$ cat src/rtl/pss_sync_pkg.sv
// rtl/pss_sync_pkg.sv - shared types and constants for PSS timing acquisition
package pss_sync_pkg;

  localparam int NID2_DW  = 2;
  localparam int NUM_NID2 = 3;
  localparam int STATE_DW = 2;

  typedef enum logic [STATE_DW-1:0] {
    ST_IDLE   = 2'd0,
    ST_SEARCH = 2'd1,
    ST_TRACK  = 2'd2,
    ST_LOCKED = 2'd3
  } state_t;

endpackage

$ cat src/rtl/pss_max3.sv
// rtl/pss_max3.sv - unsigned argmax of three correlator magnitudes, lowest index wins ties
module pss_max3
  import pss_sync_pkg::*;
#(
  parameter int DW = 24
) (
  input  logic [NUM_NID2*DW-1:0] i_mags,
  output logic [DW-1:0]          o_max,
  output logic [NID2_DW-1:0]     o_idx
);

  logic [DW-1:0] w_m0;
  logic [DW-1:0] w_m1;
  logic [DW-1:0] w_m2;

  assign w_m0 = i_mags[0*DW +: DW];
  assign w_m1 = i_mags[1*DW +: DW];
  assign w_m2 = i_mags[2*DW +: DW];

  // strict compares keep the earlier hypothesis on equal magnitudes
  always_comb begin
    o_max = w_m0;
    o_idx = 2'd0;
    if (w_m1 > o_max) begin
      o_max = w_m1;
      o_idx = 2'd1;
    end
    if (w_m2 > o_max) begin
      o_max = w_m2;
      o_idx = 2'd2;
    end
  end

endmodule

$ cat src/rtl/pss_sync_ctrl.sv
// rtl/pss_sync_ctrl.sv - PSS search/track/lock controller reporting peak timing and N_id_2
module pss_sync_ctrl
  import pss_sync_pkg::*;
#(
  parameter int IN_DW      = 24,
  parameter int CNT_DW     = 24,
  parameter int WINDOW_LEN = 16,
  parameter int MAX_MISS   = 3
) (
  input  logic                      clk_i,
  input  logic                      reset_i,
  input  logic                      enable_i,
  input  logic [IN_DW-1:0]          threshold_i,
  input  logic [CNT_DW-1:0]         period_i,
  input  logic [7:0]                tol_i,
  input  logic [NUM_NID2*IN_DW-1:0] s_axis_in_tdata,
  input  logic                      s_axis_in_tvalid,
  output logic                      peak_valid_o,
  output logic [NID2_DW-1:0]        peak_nid2_o,
  output logic [CNT_DW-1:0]         peak_idx_o,
  output logic [IN_DW-1:0]          peak_mag_o,
  output logic                      locked_o,
  output logic [STATE_DW-1:0]       state_o
);

  localparam int WIN_DW  = $clog2(WINDOW_LEN + 1);
  localparam int MISS_DW = $clog2(MAX_MISS + 1);

  state_t              r_state;
  state_t              w_state_nxt;
  logic [CNT_DW-1:0]   r_sample_cnt;
  logic [IN_DW-1:0]    r_cand_mag;
  logic [NID2_DW-1:0]  r_cand_nid2;
  logic [CNT_DW-1:0]   r_cand_idx;
  logic                r_cand_vld;
  logic [WIN_DW-1:0]   r_win_cnt;
  logic [NID2_DW-1:0]  r_lk_nid2;
  logic [CNT_DW-1:0]   r_period;
  logic [7:0]          r_tol;
  logic [CNT_DW-1:0]   r_dist;
  logic [MISS_DW-1:0]  r_miss;
  logic                r_peak_valid;
  logic [NID2_DW-1:0]  r_peak_nid2;
  logic [CNT_DW-1:0]   r_peak_idx;
  logic [IN_DW-1:0]    r_peak_mag;
  logic                r_locked;

  logic [IN_DW-1:0]    w_best;
  logic [NID2_DW-1:0]  w_best_nid2;
  logic [IN_DW-1:0]    w_lk_mag;
  logic [CNT_DW:0]     w_win_lo;
  logic [CNT_DW:0]     w_win_hi;
  logic                w_acc;
  logic                w_cross;
  logic                w_take;
  logic                w_track_close;
  logic                w_lk_close;
  logic                w_lk_found;
  logic                w_miss_out;
  logic                w_report;
  logic [IN_DW-1:0]    w_fin_mag;
  logic [NID2_DW-1:0]  w_fin_nid2;
  logic [CNT_DW-1:0]   w_fin_idx;
  logic [CNT_DW-1:0]   w_fin_dist;

  pss_max3 #(.DW(IN_DW)) u_max3 (
    .i_mags (s_axis_in_tdata),
    .o_max  (w_best),
    .o_idx  (w_best_nid2)
  );

  assign w_lk_mag = s_axis_in_tdata[r_lk_nid2*IN_DW +: IN_DW];
  assign w_win_lo = {1'b0, r_period} - (CNT_DW+1)'(r_tol);
  assign w_win_hi = {1'b0, r_period} + (CNT_DW+1)'(r_tol);

  // state register
  always_ff @(posedge clk_i or posedge reset_i) begin
    if (reset_i) r_state <= ST_IDLE;
    else         r_state <= w_state_nxt;
  end

  // next-state: enable low always wins, lock is lost only after MAX_MISS empty windows
  always_comb begin
    w_state_nxt = r_state;
    if (!enable_i) begin
      w_state_nxt = ST_IDLE;
    end else begin
      case (r_state)
        ST_IDLE:   w_state_nxt = ST_SEARCH;
        ST_SEARCH: if (w_cross)       w_state_nxt = ST_TRACK;
        ST_TRACK:  if (w_track_close) w_state_nxt = ST_LOCKED;
        ST_LOCKED: if (w_lk_close && !w_lk_found && w_miss_out) w_state_nxt = ST_SEARCH;
        default:   w_state_nxt = ST_IDLE;
      endcase
    end
  end

  // per-sample event decode; the current sample may itself become the final candidate
  always_comb begin
    w_acc         = s_axis_in_tvalid && enable_i;
    w_cross       = w_acc && (r_state == ST_SEARCH) && (w_best > threshold_i);
    w_track_close = w_acc && (r_state == ST_TRACK) && (r_win_cnt == WIN_DW'(WINDOW_LEN - 1));
    w_lk_close    = w_acc && (r_state == ST_LOCKED) && ({1'b0, r_dist} == w_win_hi);
    w_take        = 1'b0;
    w_fin_mag     = r_cand_mag;
    w_fin_nid2    = r_cand_nid2;
    w_fin_idx     = r_cand_idx;
    if (w_acc && (r_state == ST_TRACK) && (w_best > r_cand_mag)) begin
      w_take     = 1'b1;
      w_fin_mag  = w_best;
      w_fin_nid2 = w_best_nid2;
      w_fin_idx  = r_sample_cnt;
    end else if (w_acc && (r_state == ST_LOCKED) &&
                 ({1'b0, r_dist} >= w_win_lo) && ({1'b0, r_dist} <= w_win_hi) &&
                 (w_lk_mag > threshold_i) && (!r_cand_vld || (w_lk_mag > r_cand_mag))) begin
      w_take     = 1'b1;
      w_fin_mag  = w_lk_mag;
      w_fin_nid2 = r_lk_nid2;
      w_fin_idx  = r_sample_cnt;
    end
    w_lk_found = r_cand_vld || (w_take && (r_state == ST_LOCKED));
    w_miss_out = ((r_miss + MISS_DW'(1)) == MISS_DW'(MAX_MISS));
    w_report   = w_track_close || (w_lk_close && w_lk_found);
    w_fin_dist = r_sample_cnt - w_fin_idx + CNT_DW'(1);
  end

  // datapath: counters, candidate, lock parameters and registered report
  always_ff @(posedge clk_i or posedge reset_i) begin
    if (reset_i) begin
      r_sample_cnt <= '0;
      r_cand_mag   <= '0;
      r_cand_nid2  <= '0;
      r_cand_idx   <= '0;
      r_cand_vld   <= 1'b0;
      r_win_cnt    <= '0;
      r_lk_nid2    <= '0;
      r_period     <= '0;
      r_tol        <= '0;
      r_dist       <= '0;
      r_miss       <= '0;
      r_peak_valid <= 1'b0;
      r_peak_nid2  <= '0;
      r_peak_idx   <= '0;
      r_peak_mag   <= '0;
      r_locked     <= 1'b0;
    end else begin
      r_peak_valid <= w_report;
      r_locked     <= (w_state_nxt == ST_LOCKED);
      if (s_axis_in_tvalid) r_sample_cnt <= r_sample_cnt + CNT_DW'(1);
      if (w_report) begin
        r_peak_mag  <= w_fin_mag;
        r_peak_nid2 <= w_fin_nid2;
        r_peak_idx  <= w_fin_idx;
      end
      if (!enable_i) begin
        r_miss     <= '0;
        r_cand_vld <= 1'b0;
      end else if (w_acc) begin
        case (r_state)
          ST_SEARCH: begin
            if (w_cross) begin
              r_cand_mag  <= w_best;
              r_cand_nid2 <= w_best_nid2;
              r_cand_idx  <= r_sample_cnt;
              r_win_cnt   <= WIN_DW'(1);
            end
          end
          ST_TRACK: begin
            if (w_take) begin
              r_cand_mag  <= w_fin_mag;
              r_cand_nid2 <= w_fin_nid2;
              r_cand_idx  <= w_fin_idx;
            end
            r_win_cnt <= r_win_cnt + WIN_DW'(1);
            if (w_track_close) begin
              r_lk_nid2  <= w_fin_nid2;
              r_period   <= period_i;
              r_tol      <= tol_i;
              r_dist     <= w_fin_dist;
              r_miss     <= '0;
              r_cand_vld <= 1'b0;
            end
          end
          ST_LOCKED: begin
            if (w_lk_close) begin
              r_cand_vld <= 1'b0;
              if (w_lk_found) begin
                r_dist <= w_fin_dist;
                r_miss <= '0;
              end else if (w_miss_out) begin
                r_miss <= '0;
              end else begin
                r_miss <= r_miss + MISS_DW'(1);
                r_dist <= CNT_DW'(r_tol) + CNT_DW'(1);
              end
            end else begin
              r_dist <= r_dist + CNT_DW'(1);
              if (w_take) begin
                r_cand_mag  <= w_fin_mag;
                r_cand_nid2 <= w_fin_nid2;
                r_cand_idx  <= w_fin_idx;
                r_cand_vld  <= 1'b1;
              end
            end
          end
          default: ;
        endcase
      end
    end
  end

  assign peak_valid_o = r_peak_valid;
  assign peak_nid2_o  = r_peak_nid2;
  assign peak_idx_o   = r_peak_idx;
  assign peak_mag_o   = r_peak_mag;
  assign locked_o     = r_locked;
  assign state_o      = r_state;

endmodule

$ cat config.mk
export PLATFORM = sky130hd
export DESIGN_NAME = pss_sync_ctrl
export DESIGN_NICKNAME = d
export VERILOG_FILES = /design/src/rtl/pss_sync_pkg.sv /design/src/rtl/pss_max3.sv /design/src/rtl/pss_sync_ctrl.sv
export SDC_FILE = /design/constraint.sdc
export NUM_CORES = 1
export LEC_CHECK = 0
export ABC_AREA = 1
export BUFFER_PORTS_ARGS = -buffer_cell sky130_fd_sc_hd__clkbuf_2
export CORE_UTILIZATION = 60
export CTS_CLUSTER_SIZE = 24
export DETAILED_ROUTE_END_ITERATION = 6
export PLACE_DENSITY = 0.81
export SYNTH_ARGS = -nofsm -noshare
export SYNTH_HDL_FRONTEND = slang
export SYNTH_SLANG_ARGS = --single-unit
$ cat constraint.sdc
create_clock -name clk_i -period 16 [get_ports clk_i]
set_input_delay 1.6 -clock clk_i [delete_from_list [all_inputs] [get_ports clk_i]]
set_output_delay 1.6 -clock clk_i [all_outputs]
set_load 0.03 [all_outputs]
==> impl_metrics.json <==
{
  "outcome": "complete, no violations",
  "setup_viol": 0,
  "power_frac_clock": 0.192,
  "firstDrtPassIters": 6,
  "swShare": 0.459,
  "clkLatencyLatePin_ns": 0.45,
  "arrival_ns": 11.58,
  "io_pins": 186,
  "async_flop_share": 1.00,
  "grt_pass1_wl_mm": 81.2,
  "fp-row-count": 63,
  "synth-edff-count": 0,
  "p_switching_uw": 1050,
  "wl_per_cell_um": 15.9,
  "ys.flop_type": "dfrtp_1",
  "path_class": "in2reg",
  "die_w_um": 175,
  "ys_warn_count": 0,
  "cpPeakStageDelay_ns": 0.62,
  "yosysSeqAreaShare": 0.269,
  "whs_ns": 0.489,
  "clockBufferDepth": 2,
  "layout-drive-gt1-share": 0.110,
  "syn_area_um2": 18000,
  "crit_slowest_cell": "nand2_2",
  "via_per_inst": 5.71,
  "cts_buffers": 17,
  "path_clk_slew_ns": 0.08,
  "cts_root_buffer": "clkbuf_16",
  "drc": 0,
  "synth_cells": 2562,
  "tightest_slew_ns": 0.994,
  "wl_met3_mm": 3.49,
  "nNetsFinal": 3084,
  "fmax_mhz": 88.9,
  "postCtsSetupBuffers": 0,
  "relSlewSlack": 0.338,
  "coreArea_um2": 29600,
  "ys_types": 57,
  "holdCritPathClass": "reg2reg",
  "slew_violations": 0,
  "cp.required_ns": 16.32,
  "diodes": 0,
  "hpwlAfterDp_mm": 37.9,
  "die_height_um": 175,
  "critPathLaunchType": "input pin",
  "seqPwrFrac": 0.292,
  "synth-seq-cells": 194,
  "maxCapViolCount": 0,
  "cts_tree": "built",
  "skew_ns": 0.0146,
  "place_congestion": 0.962,
  "rsz0062_at_grt": "false",
  "grt_pass1_vias": 16800,
  "initial_core_util": 0.609,
  "io_buffers": 185,
  "syn_to_final_growth_pct": 9.23,
  "grt_overflow": 0,
  "postCtsHoldBufs": 0,
  "met2_length_mm": 22.3,
  "period_needed_ns": 11.25,
  "dieArea_um2": 30800,
  "cts-resized-gates": 0,
  "crit_top_cell": "nand2_1",
  "comb_power_share": 0.517,
  "track_usage": 0.325,
  "tns_ns": 0,
  "synth_nets": 2955,
  "vias": 17700,
  "grt_max_degree": 116,
  "cts_sinks": 194,
  "antenna_left": 0,
  "drt-initial-drc-count": 1450,
  "post_synth.cell_area_avg_um2": 7.04,
  "finalCritPeriodShare": 0.703,
  "critPathMaxFanout": 47,
  "hold_viol": 0,
  "internal_power_uw": 1240,
  "leakagePower_uw": 0.0105,
  "vdd_drop_max_mv": 0.0880,
  "drt-met1-wl_mm": 22.3,
  "h-tree-depth": 4,
  "topRoutingLayerUsed": "met4",
  "antenna_found_initial": 0,
  "totalWireLength_mm": 49.2,
  "end_kind": "flop",
  "p_per_area_nw_per_um2": 116
}
flip-flops by register name (all words and copies together), names as in the netlist:
register and flops:
locked_o 1, peak_idx_o 24, peak_mag_o 24, peak_nid2_o 2, peak_valid_o 1, r_cand_idx 24
r_cand_mag 24, r_cand_nid2 2, r_cand_vld 1, r_dist 24, r_lk_nid2 2, r_miss 2
r_period 24, r_sample_cnt 24, r_tol 8, r_win_cnt 5, state_o 2
cell families after synthesis:
group / synth area share
adders and majority gates: 0.182
buffers and inverters: 0.0930
and+or+nand+nor: 0.247
AOI/OAI and AO/OA: 0.165
DFF: 0.269
xor gates and xnor gates: 0.0437
critical path: cells and delay by family:
kind                     cells  cell delay, ns
buffers and inverters       13            1.83
XOR/XNOR                     1            0.11
AND/OR/NAND/NOR             34            5.55
adder cells (fa/ha/maj)      6            1.83
AO/OA/AOI/OAI                4            0.60
cells in the mapped netlist (2+ instances only):
master | count | share of area
nand2_1 | 631 | 0.13
inv_1 | 309 | 0.064
ha_1 | 258 | 0.18
o21ai_0 | 211 | 0.059
nor2_1 | 195 | 0.041
dfrtp_1 | 194 | 0.27
a21oi_1 | 170 | 0.047
nand3_1 | 115 | 0.032
xor2_1 | 77 | 0.037
o21ai_1 | 57 | 0.016
clkbuf_1 | 45 | 0.0094
nand4_1 | 28 | 0.0097
nor3_1 | 28 | 0.0078
buf_2 | 21 | 0.0058
a31oi_1 | 20 | 0.0069
o21a_1 | 19 | 0.0079
nor4_1 | 17 | 0.0059
o211ai_1 | 16 | 0.0067
inv_2 | 14 | 0.0029
nor2_2 | 14 | 0.0049
xnor2_1 | 13 | 0.0063
o21ai_2 | 11 | 0.0053
buf_4 | 9 | 0.0037
nand2_2 | 9 | 0.0031
nand3b_1 | 9 | 0.0037
a21o_1 | 8 | 0.0033
buf_6 | 8 | 0.0050
nor3_2 | 6 | 0.0033
a211oi_1 | 4 | 0.0017
nand3_2 | 4 | 0.0022
o2111ai_1 | 4 | 0.0019
buf_1 | 3 | 0.00062
fa_1 | 3 | 0.0033
o21bai_1 | 3 | 0.0012
a21boi_0 | 2 | 0.00083
a221oi_1 | 2 | 0.00097
o221ai_1 | 2 | 0.00097
o22ai_1 | 2 | 0.00069
o32ai_1 | 2 | 0.00097
or2_2 | 2 | 0.00069
routing by layer:
| layer | global-route usage | up-vias |
|---|---|---|
| li1 | - | 8740 |
| met1 | 0.449 | 8214 |
| met2 | 0.526 | 647 |
| met3 | 0.0478 | 81 |
| met4 | 0.101 | 0 |
| met5 | 0 | - |
through the flow:
step	power [uW]	util	worst slack (ns)	instance area, um^2	instances
2_1_floorplan	1520	-	7.49	18000	2562
3_3_place_gp	1770	0.645	4.80	19100	3062
3_5_place_dp	1820	0.645	4.63	19100	3062
4_1_cts	2270	0.665	5.04	19700	3094
5_1_grt	2490	0.665	3.74	19700	3094
6_report	2290	0.665	4.75	19700	3094
area by class of cell:
cell class	count	area, um^2
timing repair buffer	197	1020
tap	390	488
clock buffer	18	439
clock inverter	14	159
sequential	194	4860
inverter	326	1230
multi-input combinational	1955	11500
fill	2637	9920
worst paths after layout:
path                                          start        endpoint  slack [ns]  cells past startpoint
worst max-delay path            s_axis_in_tdata[15]      r_dist[17]        4.75                     58
worst min-delay path                 peak_mag_o[19]  peak_mag_o[19]        0.49                      2
worst max register to register             r_tol[1]      r_dist[17]        7.48                     47
worst min register to register       peak_mag_o[19]  peak_mag_o[19]        0.49                      2
max in group asynchronous                   reset_i    r_win_cnt[1]       13.07                      3
min in group asynchronous                   reset_i   peak_mag_o[9]        1.29                      2
cell usage in the layout, fill, tap and decap left out, drive strengths merged, types with 4 or more instances in the layout:
cell | synthesis | layout
nand2 | 641 | 641
inv | 324 | 332
o21ai | 279 | 279
ha | 258 | 258
nor2 | 209 | 209
clkbuf | 46 | 203
dfrtp | 194 | 194
a21oi | 171 | 171
nand3 | 119 | 119
xor2 | 77 | 77
nor3 | 34 | 34
nand4 | 28 | 28
a31oi | 20 | 20
o21a | 19 | 19
nor4 | 17 | 17
o211ai | 16 | 16
xnor2 | 13 | 13
buf | 41 | 12
nand3b | 9 | 9
a21o | 8 | 8
clkinv | 2 | 7
a211oi | 4 | 4
o2111ai | 4 | 4
power groups by stage:
stage | logic, uW | clock network [uW] | registers (uW)
after floorplan | 877 | 0 | 647
after global placement | 1100 | 0 | 669
after detailed placement | 1150 | 0 | 672
after CTS | 1160 | 442 | 664
after global routing | 1350 | 459 | 679
final | 1180 | 438 | 667
Note: power is estimated with default switching activity, not from simulation.
